--- config.mk ---
export PLATFORM = sky130hd
export DESIGN_NAME = round_sat_pipe
export DESIGN_NICKNAME = d
export VERILOG_FILES = /design/src/rtl/mac_pkg.sv /design/src/rtl/round_sat_core.sv /design/src/rtl/round_sat_pipe.sv
export SDC_FILE = /design/constraint.sdc
export NUM_CORES = 1
export LEC_CHECK = 0
export ABC_AREA = 1
export BUFFER_PORTS_ARGS = -buffer_cell sky130_fd_sc_hd__clkbuf_2
export CAP_MARGIN = 40
export CORE_ASPECT_RATIO = 1.5
export CORE_MARGIN = 1
export CORE_UTILIZATION = 35
export DETAILED_ROUTE_END_ITERATION = 10
export PLACE_DENSITY_LB_ADDON = 0.15
export SLEW_MARGIN = 30
export SYNTH_ARGS = -nofsm -noshare
export SYNTH_HDL_FRONTEND = slang
export SYNTH_SLANG_ARGS = --single-unit
--- constraint.sdc ---
create_clock -name clk -period 1.3 [get_ports clk]
set_input_delay 0.26 -clock clk [delete_from_list [all_inputs] [get_ports clk]]
set_output_delay 0.26 -clock clk [all_outputs]
set_load 0.005 [all_outputs]
--- src/rtl/mac_pkg.sv ---
// Shared MAC definitions: the rounding-mode encoding and the signed saturation
// limits of an n-bit two's complement result.
package mac_pkg;

    typedef enum logic [1:0] {
        RND_TRUNC     = 2'b00,  // floor
        RND_HALF_UP   = 2'b01,  // round half toward +inf
        RND_HALF_EVEN = 2'b10,  // round half to even
        RND_ZERO      = 2'b11   // round toward zero
    } rnd_mode_e;

    // Largest value representable in n-bit two's complement.
    function automatic longint sat_max(input int unsigned n);
        return (longint'(1) <<< (n - 1)) - longint'(1);
    endfunction

    // Most negative value representable in n-bit two's complement.
    function automatic longint sat_min(input int unsigned n);
        return -(longint'(1) <<< (n - 1));
    endfunction

endpackage

--- src/rtl/round_sat_core.sv ---
// Combinational round/saturate datapath, split into its two pipeline halves.
//   Increment half : acc, mode -> sum_c (acc sign-extended by one bit plus the
//                    rounding increment), resid_c (dropped fraction bits).
//   Clamp half     : sum -> res_c (sum >>> Q clamped to N bits), sat_c.
// Parameters: N result width, Q result fraction bits (1 <= Q < N).
module round_sat_core
    import mac_pkg::*;
#(
    parameter int unsigned N = 16,
    parameter int unsigned Q = 8
) (
    input  logic [2*N-1:0] acc,
    input  logic [1:0]     mode,
    output logic [2*N:0]   sum_c,
    output logic [Q-1:0]   resid_c,
    input  logic [2*N:0]   sum,
    output logic [N-1:0]   res_c,
    output logic           sat_c
);

    localparam int unsigned ACC_W = 2 * N;
    localparam int unsigned SUM_W = ACC_W + 1;
    localparam int unsigned T_W   = SUM_W - Q;
    localparam int unsigned HI_W  = T_W - N + 1;

    localparam logic [SUM_W-1:0] HALF    = SUM_W'(1) << (Q - 1);
    localparam logic [SUM_W-1:0] ONES    = (SUM_W'(1) << Q) - SUM_W'(1);
    localparam logic [N-1:0]     RES_MAX = N'(sat_max(N));
    localparam logic [N-1:0]     RES_MIN = N'(sat_min(N));

    logic [SUM_W-1:0]        inc;
    logic signed [SUM_W-1:0] sum_s;
    logic [T_W-1:0]          t;
    logic [HI_W-1:0]         hi;

    // Rounding increment; the extra sum bit keeps the add from overflowing.
    always_comb begin
        inc = '0;
        case (rnd_mode_e'(mode))
            RND_TRUNC:     inc = '0;
            RND_HALF_UP:   inc = HALF;
            // Half minus one, plus the kept LSB: exact ties carry only from odd.
            RND_HALF_EVEN: inc = HALF - SUM_W'(1) + SUM_W'(acc[Q]);
            // Negative values are biased up so the floor shift becomes a ceiling.
            RND_ZERO:      inc = acc[ACC_W-1] ? ONES : '0;
            default:       inc = '0;
        endcase
        sum_c   = {acc[ACC_W-1], acc} + inc;
        resid_c = acc[Q-1:0];
    end

    // Shift and clamp: t fits in N bits iff its bits above N-2 are all equal.
    always_comb begin
        sum_s = $signed(sum);
        t     = T_W'(sum_s >>> Q);
        hi    = t[T_W-1:N-1];
        sat_c = (hi != '0) && (hi != '1);
        res_c = t[N-1:0];
        if (sat_c) begin
            res_c = t[T_W-1] ? RES_MIN : RES_MAX;
        end
    end

endmodule

--- src/rtl/round_sat_pipe.sv ---
// Two-stage valid/ready pipeline converting a 2N-bit accumulator (2Q fraction
// bits) into a rounded, saturated N-bit result (Q fraction bits).
// Ports:
//   clk, rst_n                 clock, async active-low reset
//   in_valid/in_ready          input handshake (in_ready combinational from out_ready)
//   in_acc, in_mode, in_err    accumulator word, per-beat rounding mode, upstream error
//   out_valid/out_ready        output handshake
//   out_res, out_resid         rounded result, dropped fraction bits
//   out_sat, out_err           clamp flag, delayed upstream error
//   sat_sticky, sticky_clr     sticky saturation status and its clear
// Build option: define ROUND_SAT_STICKY_EN to enable sat_sticky; otherwise it
// stays 0 and sticky_clr has no effect.
module round_sat_pipe
    import mac_pkg::*;
#(
    parameter int unsigned N = 16,
    parameter int unsigned Q = 8
) (
    input  logic           clk,
    input  logic           rst_n,
    input  logic           in_valid,
    output logic           in_ready,
    input  logic [2*N-1:0] in_acc,
    input  logic [1:0]     in_mode,
    input  logic           in_err,
    output logic           out_valid,
    input  logic           out_ready,
    output logic [N-1:0]   out_res,
    output logic [Q-1:0]   out_resid,
    output logic           out_sat,
    output logic           out_err,
    output logic           sat_sticky,
    input  logic           sticky_clr
);

    localparam int unsigned ACC_W = 2 * N;
    localparam int unsigned SUM_W = ACC_W + 1;

    logic             s1_valid_q,  s1_valid_d;
    logic [SUM_W-1:0] s1_sum_q,    s1_sum_d;
    logic [Q-1:0]     s1_resid_q,  s1_resid_d;
    logic             s1_err_q,    s1_err_d;

    logic             out_valid_q, out_valid_d;
    logic [N-1:0]     out_res_q,   out_res_d;
    logic [Q-1:0]     out_resid_q, out_resid_d;
    logic             out_sat_q,   out_sat_d;
    logic             out_err_q,   out_err_d;
    logic             sat_sticky_q, sat_sticky_d;

    logic             s2_adv_c;
    logic             in_ready_c;
    logic [SUM_W-1:0] core_sum_c;
    logic [Q-1:0]     core_resid_c;
    logic [N-1:0]     core_res_c;
    logic             core_sat_c;

    round_sat_core #(
        .N (N),
        .Q (Q)
    ) u_core (
        .acc     (in_acc),
        .mode    (in_mode),
        .sum_c   (core_sum_c),
        .resid_c (core_resid_c),
        .sum     (s1_sum_q),
        .res_c   (core_res_c),
        .sat_c   (core_sat_c)
    );

    // Stage 2 can take a beat when empty or draining this cycle.
    assign s2_adv_c   = ~out_valid_q | out_ready;
    assign in_ready_c = ~s1_valid_q | s2_adv_c;

    // Next-state for both stages and the sticky flag.
    always_comb begin
        s1_valid_d   = s1_valid_q;
        s1_sum_d     = s1_sum_q;
        s1_resid_d   = s1_resid_q;
        s1_err_d     = s1_err_q;
        out_valid_d  = out_valid_q;
        out_res_d    = out_res_q;
        out_resid_d  = out_resid_q;
        out_sat_d    = out_sat_q;
        out_err_d    = out_err_q;
        sat_sticky_d = sat_sticky_q;

        if (in_ready_c) begin
            s1_valid_d = in_valid;
            if (in_valid) begin
                s1_sum_d   = core_sum_c;
                s1_resid_d = core_resid_c;
                s1_err_d   = in_err;
            end
        end

        if (s2_adv_c) begin
            out_valid_d = s1_valid_q;
            if (s1_valid_q) begin
                out_res_d   = core_res_c;
                out_resid_d = s1_resid_q;
                out_sat_d   = core_sat_c;
                out_err_d   = s1_err_q;
            end
        end

`ifdef ROUND_SAT_STICKY_EN
        // Set has priority over clear.
        sat_sticky_d = (sat_sticky_q & ~sticky_clr)
                     | (out_valid_q & out_ready & out_sat_q);
`else
        // Nothing sets the flag, so it remains at its reset value of 0.
        sat_sticky_d = sat_sticky_q & ~sticky_clr;
`endif
    end

    // Pipeline and status registers.
    always_ff @(posedge clk or negedge rst_n) begin
        if (!rst_n) begin
            s1_valid_q   <= 1'b0;
            s1_sum_q     <= '0;
            s1_resid_q   <= '0;
            s1_err_q     <= 1'b0;
            out_valid_q  <= 1'b0;
            out_res_q    <= '0;
            out_resid_q  <= '0;
            out_sat_q    <= 1'b0;
            out_err_q    <= 1'b0;
            sat_sticky_q <= 1'b0;
        end else begin
            s1_valid_q   <= s1_valid_d;
            s1_sum_q     <= s1_sum_d;
            s1_resid_q   <= s1_resid_d;
            s1_err_q     <= s1_err_d;
            out_valid_q  <= out_valid_d;
            out_res_q    <= out_res_d;
            out_resid_q  <= out_resid_d;
            out_sat_q    <= out_sat_d;
            out_err_q    <= out_err_d;
            sat_sticky_q <= sat_sticky_d;
        end
    end

    assign in_ready   = in_ready_c;
    assign out_valid  = out_valid_q;
    assign out_res    = out_res_q;
    assign out_resid  = out_resid_q;
    assign out_sat    = out_sat_q;
    assign out_err    = out_err_q;
    assign sat_sticky = sat_sticky_q;

endmodule
==> summary.md, run 1 <==
| Metric | Value |
|---|---|
| Post-route minimum period | `1.798 ns` |
| Initial Util | `0.3611` |
| Share of layout cells above drive strength 1 | `0.4491` |
| Setup TNS | `-13.28 ns` |
| Largest net degree at the start of global routing | `34` |
| Hold Violations, Final | `0` |
| Cells after Synth | `483` |
| First-pass GRT wire length | `17770 um` |
| XOR/XNOR share of the synthesized area | `0.007468` |
| Post-route ant nets | `0` |
| Layout Nets | `690` |
| Crit Path Max Fanout | `5` |
| Worst EP required | `1.51 ns` |
| Clock sinks | `63` |
| Largest family of logic cells by synthesized area | `simple AND/OR/NAND/NOR gates` |
| Status | `finished with violations` |
| Total power | `0.007066 W` |
| Worst EP arrival | `2.01 ns` |
| Hold Crit Class | `input port to flip-flop` |
| Post-route clock period utilization | `1.383` |
| Die Ht | `124.8 um` |
| # rows | `44` |
| IO Pins | `69` |
| Power Density | `1223 nW/um^2` |
| Via density | `4.911` |
| Die width | `83.87 um` |
| Buffers on Ports | `68` |
| DP HPWL | `7675 um` |
| Post-synthesis sequential area ratio | `0.4481` |
| Worst-path clk slew | `0.05 ns` |
| Failing checks | `design-rule violations, negative setup slack` |
| Synth cell types | `32` |
| Total iterations of the first detailed-routing run | `8` |
| Post-synthesis mux area share | `0` |
| Seq cells post-synth | `63` |
| DIE AREA | `10470 um^2` |
| Total gr overflow | `0` |
| Slew @ Worst Pin | `0.4387 ns` |
| MaxCap Viol Count | `0` |
| Area growth syn-to-layout | `64.22%` |
| Final WS setup | `-0.4981 ns` |
| Warnings from Yosys | `0` |
| Final WL | `10840 um` |
| Initial antenna violation count | `0` |
| Worst setup path category | `input port to flip-flop` |
| Critical path endpoint category | `flip-flop` |
| Synth Area in Compound Gates | `0.05477` |
| Max Freq | `556.2 MHz` |
| DR DRC count | `17` |
| Root Driver | `clkbuf_16` |
| CTS max path bufs | `2` |
| H-tree depth | `3` |
| Worst vdd ir | `0.5098 mV` |
| Mean Syn Cell Area | `7.284 um^2` |
| Gpl congestion | `0.8667` |
| Simple-gate portion of the synthesized area | `0.4026` |
| CTS tree | `yes` |
| Setup violations, final | `41` |
| Most frequent cells in the layout | `nand2_1, buf_4, clkbuf_2, dfrtp_1, inv_1` |
| Total leakage power | `2.987 nW` |
| Netlist area before placement | `3518 um^2` |
| DR iter-0 viols | `127` |
| Post-synthesis adder-cell area fraction | `0.02489` |
| Vias | `3747` |
| Final Max Tran Viols | `0` |
| Routed length per placed instance | `14.21 um` |
| Vias in the first global route | `3715` |
| Core area | `9744 um^2` |
| Syn nets | `530` |
| Startpoint Class | `input port` |
| Inserted Diodes | `0` |
| Most common cell after layout, fill and taps aside | `nand2_1` |
| Clk_skew | `0.005356 ns` |
| Max_slew headroom | `0.7075` |
| CTS Buf Count | `9` |
| RSZ-0062 raised after global routing | `true` |
| Clk_lat worst skew | `0.33 ns` |
| All-Layer GR Usage | `0.2147` |
state kept, by name (all words and copies together) (netlist names):
register / flops
s1_sum_q: 25
out_res: 16
out_resid: 8
s1_resid_q: 8
out_err: 1
out_sat: 1
out_valid: 1
s1_err_q: 1
s1_valid_q: 1
sat_sticky: 1
what timing repair did:
| item | in CTS | in global routing |
|---|---|---|
| cloned | 3 | 0 |
| hold buffers | 1 | 0 |
| hold endpoints to repair | 14 | 0 |
| gates resized for setup | 69 | 66 |
| pin swaps | 39 | 34 |
| setup buffers | 4 | 5 |
| endpoints found under the setup margin | 42 | 50 |
path summary, 6_finish.rpt:
path	cells past startpoint	startpoint	endpoint	slack, ns
max	12	in_mode[1]	s1_sum_q[24]	-0.50
min in group asynchronous	2	rst_n	s1_resid_q[4]	0.41
min	2	sticky_clr	sat_sticky	0.08
max in group asynchronous	3	rst_n	s1_sum_q[19]	0.39
min reg2reg	2	s1_resid_q[5]	out_resid[5]	0.47
max reg2reg	6	s1_sum_q[25]	out_res[8]	-0.30
routing by layer:
| layer | wire [um] | GRT usage |
|---|---|---|
| met5 | 0 | 0 |
| met3 | 359 | 0.03579 |
| met1 | 4539 | 0.2567 |
| met2 | 5581 | 0.3703 |
| met4 | 359 | 0.1034 |
synth_stat cells (all sizes together):
cell	number	area, um^2
nand2	219	842.1
o211ai	2	15.01
o21ai	14	77.57
or3	1	11.26
o31ai	2	15.01
clkbuf	5	18.77
buf	8	57.55
nor3b	1	12.51
xnor2	3	26.28
a31oi	2	12.51
or2	2	12.51
nand3	38	195.2
nand4	16	100.1
nor3	7	40.04
dfrtp	63	1577
nor4	7	50.05
a21oi	13	72.57
ha	7	87.58
nand3b	5	37.54
nor2	30	115.1
inv	38	142.6
power by group:
group | internal (W) | total, W | leakage [nW] | switching, W
Combinational | 0.000875 | 0.00189 | 2.06 | 0.00101
Sequential | 0.00238 | 0.00266 | 0.760 | 0.000276
Clock | 0.00174 | 0.00253 | 0.165 | 0.000787
Total | 0.00499 | 0.00707 | 2.99 | 0.00207
through the flow:
stage	hold slack [ns]	util	cells	setup WS (ns)	area (um^2)
2_1_floorplan	-0.03559	-	483	-0.3862	3691
6_report	0.08045	0.5930	763	-0.4981	5778
5_1_grt	0.08082	0.5930	763	-0.5333	5778
3_3_place_gp	0.2128	0.4890	735	-0.8167	4765
3_5_place_dp	0.2206	0.4890	735	-0.8752	4765
4_1_cts	0.07293	0.5625	759	-0.3689	5482
worst max-delay path, stage by stage:
cell	delay (ns)
clkbuf_16	0.13
nand3_4	0.10
o211ai_1	0.14
ha_4	0.35
nand4_1	0.19
a21oi_2	0.24
nor2_4	0.08
a21oi_4	0.19
buf_6	0.13
nand4_1	0.08
nand3_1	0.08
nand2_1	0.05
cell type report:
class / count / area [um^2]
clock buffers: 14 / 294.0
inverters: 38 / 157.7
flip-flops and latches: 63 / 1577
clock inverters: 2 / 35.03
repair buffers: 160 / 1202
multi-input cells: 371 / 2369
fillers: 891 / 3966
well taps: 115 / 143.9
kinds of logic (layout without fill, tap and decap cells):
group           Yosys count  after routing
flops                    63             63
xor+xnor                  3              3
compound gates           33             33
simple gates            326            328
fa+ha+maj                 7              7
buf+inv                  51            214
(Power assumes the default switching activity.)
==> run 2, diff against run 1 <==
--- a/config.mk
+++ b/config.mk
@@ -8,9 +8,11 @@
 export ABC_AREA = 1
 export BUFFER_PORTS_ARGS = -buffer_cell sky130_fd_sc_hd__clkbuf_2
 export CAP_MARGIN = 40
+export CELL_PAD_IN_SITES_DETAIL_PLACEMENT = 0
+export CELL_PAD_IN_SITES_GLOBAL_PLACEMENT = 2
 export CORE_ASPECT_RATIO = 1.5
 export CORE_MARGIN = 1
-export CORE_UTILIZATION = 35
+export CORE_UTILIZATION = 28
 export DETAILED_ROUTE_END_ITERATION = 10
 export PLACE_DENSITY_LB_ADDON = 0.15
 export SLEW_MARGIN = 30
==> run 2 against run 1 <==
The run ends with negative setup slack left. Sequential share of layout area increased by 0.87 points. Hold slack got worse by 0.0044 ns. Clock skew decreased by 0.0013 ns. Clock power is 4% lower. Register-to-register slack gained 0.12 ns. First-iteration DRC count grew 76%. Sequential power hardly changed.
==> summary.md, run 2 (synthesis gave the netlist of run 1 again) <==
| Metric | Value |
|---|---|
| Status | `finished with violations (unchanged)` |
| Failing checks | `negative setup slack (was design-rule violations, negative setup slack)` |
| DR iter-0 viols | `223 (was 127)` |
| Multi-input logic area | `2175 um^2 (was 2369 um^2)` |
| Crit Path Max Fanout | `5 (unchanged)` |
| Clock share of power | `0.354 (was 0.357)` |
| # rows | `49 (was 44)` |
| Share of layout cells above drive strength 1 | `0.4183 (was 0.4491)` |
| Initial antenna violation count | `0 (unchanged)` |
| Via density | `4.536 (was 4.911)` |
| Total iterations of the first detailed-routing run | `4 (was 8)` |
| Final WS setup | `-0.4718 ns (was -0.4981 ns)` |
| First-pass GRT wire length | `18170 um (was 17770 um)` |
| RSZ-0062 raised after global routing | `true (unchanged)` |
| Part of the power in registers | `0.381 (was 0.376)` |
| Storage cell area | `1577 um^2 (unchanged)` |
| Gpl congestion | `0.8333 (was 0.8667)` |
| Final Cell Area | `5599 um^2 (was 5778 um^2)` |
| P_int | `0.004880 W (was 0.004993 W)` |
| Inserted Diodes | `0 (unchanged)` |
| Die width | `93.53 um (was 83.87 um)` |
| Buffers on Ports | `68 (unchanged)` |
| Largest net degree at the start of global routing | `64 (was 34)` |
| Post-route minimum period | `1.772 ns (was 1.798 ns)` |
| Area growth syn-to-layout | `59.14% (was 64.22%)` |
| Root Driver | `clkbuf_16 (unchanged)` |
| Max FFs per register | `25 (unchanged)` |
| Post-route clock period utilization | `1.363 (was 1.383)` |
| Total leakage power | `2.852 nW (was 2.987 nW)` |
| Final WL | `10970 um (was 10840 um)` |
| Setup violations, final | `41 (unchanged)` |
| Setup TNS | `-11.40 ns (was -13.28 ns)` |
| Die Ht | `139.3 um (was 124.8 um)` |
| Sw frac | `0.2936 (was 0.2934)` |
| Startpoint Class | `input port (unchanged)` |
| Cell Area, Placed | `4857 um^2 (was 4765 um^2)` |
| Biggest register | `s1_sum_q (unchanged)` |
| Vias | `3665 (was 3747)` |
| DP HPWL | `8279 um (was 7675 um)` |
| Routed length per placed instance | `13.57 um (was 14.21 um)` |
| Most common cell after layout, fill and taps aside | `nand2_1 (unchanged)` |
| Pre-CTS WS | `-0.8840 ns (was -0.8752 ns)` |
| Hold Violations, Final | `0 (unchanged)` |
| Post-route ant nets | `0 (unchanged)` |
| Max_slew headroom | `0.6360 (was 0.7075)` |
| Power Density | `1234 nW/um^2 (was 1223 nW/um^2)` |
| Vias in the first global route | `3694 (was 3715)` |
| Worst setup path category | `input port to flip-flop (unchanged)` |
| Worst EP arrival | `2.01 ns (about the same)` |
| Worst-path clk slew | `0.05 ns (about the same)` |
| CTS tree | `yes (unchanged)` |
| Most frequent cells in the layout | `nand2_1, buf_4, clkbuf_2, dfrtp_1, inv_1 (unchanged)` |
| Layout Nets | `697 (was 690)` |
| Initial Util | `0.2898 (was 0.3611)` |
| H-tree depth | `3 (unchanged)` |
| Non-filler cells, final | `808 (was 763)` |
| Clk_skew | `0.004067 ns (was 0.005356 ns)` |
| Worst vdd ir | `0.7048 mV (was 0.5098 mV)` |
| CTS Buf Count | `9 (unchanged)` |
| MaxCap Viol Count | `0 (unchanged)` |
| Max Freq | `564.4 MHz (was 556.2 MHz)` |
| Slew @ Worst Pin | `0.5410 ns (was 0.4387 ns)` |
| Clock sinks | `63 (unchanged)` |
| Core area | `12140 um^2 (was 9744 um^2)` |
| Clk_lat worst skew | `0.33 ns (about the same)` |
| Switching power total | `0.002028 W (was 0.002073 W)` |
| Comb pwr share | `0.265 (was 0.267)` |
| CTS max path bufs | `2 (unchanged)` |
| Fillers | `1254 (was 891)` |
| All-Layer GR Usage | `0.1798 (was 0.2147)` |
| Total gr overflow | `0 (unchanged)` |
| DIE AREA | `13030 um^2 (was 10470 um^2)` |
| Worst EP required | `1.54 ns (was 1.51 ns)` |
| Critical path endpoint category | `flip-flop (unchanged)` |
| Hold Crit Class | `input port to flip-flop (unchanged)` |
| Final Max Tran Viols | `0 (unchanged)` |
| IO Pins | `69 (unchanged)` |
| Placed cell count | `779 (was 735)` |
| DR DRC count | `0 (was 17)` |
## run 2: area by class of cell
cell class,instances,share of cell area
clock buffer,13,0.04827
clock inverter,3,0.007151
inverter,38,0.02816
multi-input combinational,371,0.3884
sequential,63,0.2816
tap,153,0.03419
timing repair buffer,167,0.2123
## run 2: repair_timing
item | in CTS | in global routing
pin swaps | 30 | 29
setup endpoints to repair | 42 | 51
buffers inserted | 4 | 7
endpoints found under the hold margin | 63 | 0
gates resized for setup | 54 | 30
gates cloned | 1 | 1
hold buffers | 1 | 0
## run 2: metal layers
metal  track usage  part of all wire
met5             0                 0
met3       0.03388             0.028
met1        0.2238              0.44
met4       0.06964             0.014
met2        0.3038              0.52
## run 2: stage by stage
step / power, W / hold WS [ns] / utilization
4_1_cts: 0.006939 / 0.06471 / 0.4490
3_5_place_dp: 0.004279 / 0.3049 / 0.4001
3_3_place_gp: 0.004250 / 0.3007 / 0.4001
2_1_floorplan: 0.003391 / -0.03559 / -
5_1_grt: 0.007357 / 0.06139 / 0.4612
6_report: 0.006908 / 0.07608 / 0.4612
## run 2: final timing paths
path,depth (start not counted),start,endpoint,slack (ns)
setup / recovery,10,in_mode[0],s1_sum_q[9],-0.47
hold / removal,2,sticky_clr,sat_sticky,0.08
setup reg to reg,7,s1_sum_q[24],out_res[8],-0.18
hold reg to reg,2,s1_resid_q[4],out_resid[4],0.46
max in group asynchronous,3,rst_n,out_res[9],0.52
min in group asynchronous,3,rst_n,sat_sticky,0.48
## run 2: worst max-delay path: stages
cell	delay [ns]
clkbuf_16	0.14
nand3_4	0.10
o211ai_1	0.12
ha_1	0.34
a21oi_1	0.21
nor2_1	0.08
a21oi_2	0.25
nand2_2	0.17
buf_4	0.16
o31ai_1	0.17
## run 2: power by group through the flow
| stage | clock network [W] | registers, W | logic [W] |
|---|---|---|---|
| global placement | 0 | 0.00264 | 0.00161 |
| CTS | 0.00251 | 0.00263 | 0.00179 |
| global route | 0.00261 | 0.00269 | 0.00207 |
| detailed placement | 0 | 0.00265 | 0.00162 |
| finish | 0.00244 | 0.00263 | 0.00183 |
| floorplan | 0 | 0.00263 | 0.000762 |
